$ cat src/rtl/jam_pkg.sv
// Shared constants and types for the jam cost-table arbiter.
// Optional accumulator build macro: JAM_COST_ACC_EN.
package jam_pkg;

    localparam int CW        = 7;
    localparam int W_BITS    = 3;
    localparam int J_BITS    = 3;
    localparam int BURST_LEN = 8;
    localparam int SUM_W     = 10;

    typedef enum logic {
        IDLE  = 1'b0,
        BURST = 1'b1
    } jam_state_t;

endpackage

$ cat src/rtl/jam_rr_pick.sv
// Combinational round-robin picker.
// First set request at or above ptr wins, else the lowest set one.
module jam_rr_pick
    import jam_pkg::*;
#(
    parameter int N  = 2,
    parameter int PW = 1
) (
    input  logic [N-1:0]  req,
    input  logic [PW-1:0] ptr,
    output logic [N-1:0]  win,
    output logic          any
);

    // Upper pass from ptr, then wrap-around pass from 0.
    always_comb begin
        win = '0;
        any = 1'b0;
        for (int i = 0; i < N; i++) begin
            if (!any && req[i] && (i >= int'(ptr))) begin
                win[i] = 1'b1;
                any    = 1'b1;
            end
        end
        for (int i = 0; i < N; i++) begin
            if (!any && req[i]) begin
                win[i] = 1'b1;
                any    = 1'b1;
            end
        end
    end

endmodule

$ cat src/rtl/jam_cost_arbiter.sv
// Shares one combinational cost table between NUM_REQ search engines.
// Define JAM_COST_ACC_EN to add the per-burst cost sum output rsp_sum.
module jam_cost_arbiter
    import jam_pkg::*;
#(
    parameter int NUM_REQ   = 2,
    parameter int BURST_LEN = jam_pkg::BURST_LEN,
    parameter int CW        = jam_pkg::CW
) (
    input  logic                 CLK,
    input  logic                 RST,
    input  logic [NUM_REQ-1:0]   req,
    input  logic [NUM_REQ*3-1:0] req_j,
    output logic [NUM_REQ-1:0]   gnt,
    output logic [W_BITS-1:0]    beat,
    output logic [W_BITS-1:0]    W,
    output logic [J_BITS-1:0]    J,
    input  logic [CW-1:0]        Cost,
    output logic [NUM_REQ-1:0]   rsp_valid,
    output logic [CW-1:0]        rsp_cost,
    output logic                 rsp_last
`ifdef JAM_COST_ACC_EN
    ,
    output logic [SUM_W-1:0]     rsp_sum
`endif
);

    localparam int PW = (NUM_REQ > 1) ? $clog2(NUM_REQ) : 1;

    jam_state_t          state;
    logic [PW-1:0]       ptr;
    logic [PW-1:0]       own;
    logic [PW-1:0]       own_nxt;
    logic [PW-1:0]       pick_ptr;
    logic [PW-1:0]       win_idx;
    logic [NUM_REQ-1:0]  pick_req;
    logic [NUM_REQ-1:0]  win;
    logic                any;
    logic                in_burst;
    logic                last_beat;
    logic [J_BITS-1:0]   jsel;

    // One picker serves both the idle grant and the end-of-burst handover.
    jam_rr_pick #(
        .N  (NUM_REQ),
        .PW (PW)
    ) u_pick (
        .req (pick_req),
        .ptr (pick_ptr),
        .win (win),
        .any (any)
    );

    // Picker inputs: mid-burst the owner is excluded and search starts past it.
    always_comb begin
        in_burst  = (state == BURST);
        last_beat = in_burst && (beat == W_BITS'(BURST_LEN - 1));
        own_nxt   = (own == PW'(NUM_REQ - 1)) ? '0 : own + 1'b1;
        pick_req  = in_burst ? (req & ~gnt) : req;
        pick_ptr  = in_burst ? own_nxt : ptr;
    end

    // Winner encode and owner job select.
    always_comb begin
        win_idx = '0;
        jsel    = '0;
        for (int i = 0; i < NUM_REQ; i++) begin
            if (win[i]) begin
                win_idx = PW'(i);
            end
            if (own == PW'(i)) begin
                jsel = req_j[3*i +: 3];
            end
        end
    end

    // Cost-table address: only driven while a burst is running.
    always_comb begin
        W = in_burst ? beat : '0;
        J = in_burst ? jsel : '0;
    end

    // Grant FSM with locked bursts and round-robin pointer.
    always_ff @(posedge CLK or posedge RST) begin
        if (RST) begin
            state <= IDLE;
            gnt   <= '0;
            beat  <= '0;
            ptr   <= '0;
            own   <= '0;
        end else begin
            case (state)
                IDLE: begin
                    if (any) begin
                        state <= BURST;
                        gnt   <= win;
                        own   <= win_idx;
                        beat  <= '0;
                    end
                end
                BURST: begin
                    if (last_beat) begin
                        ptr  <= own_nxt;
                        beat <= '0;
                        if (any) begin
                            gnt <= win;
                            own <= win_idx;
                        end else begin
                            state <= IDLE;
                            gnt   <= '0;
                        end
                    end else begin
                        beat <= beat + 1'b1;
                    end
                end
                default: begin
                    state <= IDLE;
                    gnt   <= '0;
                end
            endcase
        end
    end

    // Register each beat's cost back to its owner one cycle later.
    always_ff @(posedge CLK or posedge RST) begin
        if (RST) begin
            rsp_valid <= '0;
            rsp_cost  <= '0;
            rsp_last  <= 1'b0;
        end else begin
            rsp_valid <= in_burst ? gnt : '0;
            rsp_last  <= last_beat;
            if (in_burst) begin
                rsp_cost <= Cost;
            end
        end
    end

`ifdef JAM_COST_ACC_EN
    // Running burst sum, aligned with rsp_cost; restarts after rsp_last.
    always_ff @(posedge CLK or posedge RST) begin
        if (RST) begin
            rsp_sum <= '0;
        end else if (in_burst) begin
            rsp_sum <= (rsp_last ? '0 : rsp_sum)
                     + {{(SUM_W - CW){1'b0}}, Cost};
        end else if (rsp_last) begin
            rsp_sum <= '0;
        end
    end
`endif

endmodule
$ cat config.mk
export PLATFORM = sky130hd
export DESIGN_NAME = jam_cost_arbiter
export DESIGN_NICKNAME = d
export VERILOG_FILES = /design/src/rtl/jam_pkg.sv /design/src/rtl/jam_rr_pick.sv /design/src/rtl/jam_cost_arbiter.sv
export SDC_FILE = /design/constraint.sdc
export NUM_CORES = 1
export LEC_CHECK = 0
export BUFFER_PORTS_ARGS = -buffer_cell sky130_fd_sc_hd__buf_4
export CELL_PAD_IN_SITES_DETAIL_PLACEMENT = 1
export CELL_PAD_IN_SITES_GLOBAL_PLACEMENT = 1
export CORE_ASPECT_RATIO = 1.75
export CORE_MARGIN = 2
export CORE_UTILIZATION = 34
export DETAILED_ROUTE_END_ITERATION = 12
export GPL_ROUTABILITY_DRIVEN = 1
export HOLD_SLACK_MARGIN = 0.12
export PLACE_DENSITY = 0.86
export SLEW_MARGIN = 20
export SYNTH_ARGS = -nofsm -noshare
export SYNTH_HDL_FRONTEND = slang
export SYNTH_SLANG_ARGS = --single-unit
export TNS_END_PERCENT = 30
$ cat constraint.sdc
create_clock -name CLK -period 1.9 [get_ports CLK]
set_input_delay 0.19 -clock CLK [delete_from_list [all_inputs] [get_ports CLK]]
set_output_delay 0.19 -clock CLK [all_outputs]
set_load 0.02 [all_outputs]
==> metrics <==
top fanout value on the critical path 17; synthesized instance count 82; launch instance of the worst register-to-register path beat[0]$_DFFE_PP0P_; Routed wire per std cell between 15 and 20 um; via count of the first global-routing pass 863; diode count 0; register share of total power 35.4%; GR Util met1 15.3%; WL final roughly 2.4 mm; Crit path arrival time 1.45 ns; Die Span Y 71.3 um; switching power 0.000791 W; number of rows created at floorplan 24; die width between 40 and 50 um; antenna violations before repair 0; initial cell density of the core 35.8%; setup violation total in the final timing report 0; H-Tree Level Count 1; Yosys top cell area share 51.1%; Via density roughly 5.3; cell area after layout 0.00121 sq mm; launch point of the worst path in_burst$_DFF_PP0_; Yosys top cell by area dfrtp_1; average instance area after synthesis between 10 and 15 sq um; share of final-layout standard cells stronger than drive strength 1 42.0%; GR met2 Demand/Resource about a third; hold crit path type in -> reg; count of input and output buffers 37; run status finished clean; Overflow after GRT 0; peak clock frequency supported by timing 611 MHz; P&R area growth vs syn 37.8%; count of state elements after synthesis 18; maximum number of pins on one net before global-route repair 19; worst slew margin relative to its limit 55.5%; part of the total power dissipated in combinational logic roughly 50%; static leakage power 0.613 nW; number of nets still failing antenna checks after routing 0; gpl congestion 0.904; cell chosen for the clock root clkbuf_8; number of buffers created by CTS 3; DR DRC count 0; global-route track usage on met3 under 10%; Final WS setup 0.264 ns; Post-CTS Hold Fix Bufs 1; transition time at the pin with the least slew margin 0.667 ns; vias 770; unrepaired setup endpoints after global routing no; area after detailed placement 0.00116 sq mm; startpoint of the lowest-slack hold path Cost[4]; peak-usage layer in the global routing report met2; VDD IR max roughly 0.68 mV; half-perimeter wire length after detailed placement about 1.9 mm; data required time at the worst endpoint 1.71 ns; number of search-and-repair iterations in the first detailed-routing pass 5; ratio of final minimum period to clock period 86.1%; area of the mapped netlist 881 sq um; max capacitance violation total 0; power density of the placed cells 1580 mW/mm^2; Worst setup EP type output port; buffers inserted by post-CTS timing repair 0; number of max-slew violations in the final report 0; PnR Total Power around 0.0019 W; Final Core Density 49.3%; standard cell core area between 0.002 and 0.0025 sq mm; layout net count 140; Syn. warnings 0; top area cells in the synthesized netlist dfrtp_1 51%, mux2_2 8.9%, and2_1 3.6%; Bufs on Longest Clock Path 2; register clock-pin slew on the reported worst setup and hold paths 0.06 ns; post-synthesis net count 101; number of distinct library cell variants in the gate-level netlist after synthesis 28; die footprint 0.00303 sq mm; number of endpoints with negative hold slack in the final report 0; final sum of negative setup slack 0 ns; Worst Skew 0.00398 ns; worst-skew pair later-pin latency 0.25 ns; share of the yosys chip area belonging to registers 51.1%; number of clock sinks 18; pre-CTS WS 0.405 ns; global-route wire length before repair about 3.9 mm; share of total power in the clock network a little over an eighth; All-Layer GR Usage 17.5%; Tmin final 1.64 ns; Worst Setup Path Type reg -> out; Net Sw Frac 41.3%; count of pins on the block boundary 38; clock tree from TritonCTS done; Iteration-0 DRC Markers 26; Startpoint Class flop; internal power 0.00113 W; number of gates resized after CTS 0
## worst max-delay path, cell delays in order, from the launching register on
cell	delay (ns)
dfrtp_1	0.62
inv_1	0.25
nor2_1	0.16
buf_4	0.16
## area by class of cell
type                            instances  area [sq um]
Multi-Input combinational cell         54           375
Inverter                                5          18.8
Clock buffer                            3          41.3
Fill cell                             284          1250
Timing Repair Buffer                   39           295
Tap cell                               26          32.5
Sequential cell                        18           450
## logic make-up (layout without fill, tap and decap cells)
| family | after synthesis | count (layout) | share of synthesized area [%] |
|---|---|---|---|
| AOI/OAI and AO/OA | 15 | 15 | 11.6 |
| adders and majority gates | 2 | 2 | 2.84 |
| buffers and inverters | 10 | 47 | 6.25 |
| muxes | 10 | 10 | 12.4 |
| xor gates and xnor gates | 1 | 1 | 0.994 |
| DFF | 18 | 18 | 51.1 |
| and+or+nand+nor | 26 | 26 | 14.8 |
## state kept, by name, summed over array words and instances, names as in the netlist
register and count:
rsp_valid 2, ptr 1, rsp_last 1, gnt 2
rsp_cost 7, beat 3, own 1, in_burst 1
## worst paths after layout
kind	endpoint	slack (ns)	cells past startpoint
max	J[2]	0.26	3
min	rsp_cost[4]$_DFFE_PP0P_	0.18	2
max reg2reg	gnt[0]$_DFFE_PP0P_	0.39	5
min reg2reg	rsp_cost[2]$_DFFE_PP0P_	0.51	1
max in group asynchronous	ptr$_DFFE_PP0P_	0.88	3
min in group asynchronous	beat[2]$_DFFE_PP0P_	0.59	3
## placed cells by master, fill, tap and decap left out, types with 2 or more instances in the layout
cell type  count
o21ai_0        4
clkbuf_8       3
nor2b_1        2
o22ai_1        2
buf_4         38
dfrtp_1       18
and2_1         5
ha_1           2
mux2i_1        3
mux2_2         7
inv_1          5
a21oi_1        2
nor2_1         7
nand2_1        7
## metrics by stage
| step | std cells | hold WS (ns) |
|---|---|---|
| 2_1_floorplan | 82 | 0.129 |
| 3_3_place_gp | 141 | 0.321 |
| 3_5_place_dp | 141 | 0.336 |
| 4_1_cts | 145 | 0.177 |
| 5_1_grt | 145 | 0.175 |
| 6_report | 145 | 0.176 |
## metal layers
layer,up-vias,share of wire [%]
li1,352,-
met1,372,30
met2,40,61
met3,6,6.3
met4,0,2.4
met5,-,0
## cell usage after synthesis, drive strengths merged
library cell  instances
dfrtp                18
mux2                  7
nand2                 7
nor2                  7
and2                  5
buf                   5
inv                   5
o21ai                 5
mux2i                 3
a21oi                 2
ha                    2
nor2b                 2
o22ai                 2
a31oi                 1
a32o                  1
and3b                 1
nand2b                1
nand3                 1
nand3b                1
o211ai                1
o21a                  1
o221a                 1
o221ai                1
or3                   1
xor2                  1
## power groups by stage
stage          Sequential, W  Clock [W]  Combinational [W]
6_report            0.000679   0.000255           0.000983
5_1_grt             0.000708   0.000278            0.00106
4_1_cts             0.000684   0.000262            0.00100
3_5_place_dp        0.000687          0           0.000985
3_3_place_gp        0.000671          0           0.000933
2_1_floorplan       0.000747          0           0.000525
Note: power is estimated with default switching activity, not from simulation.
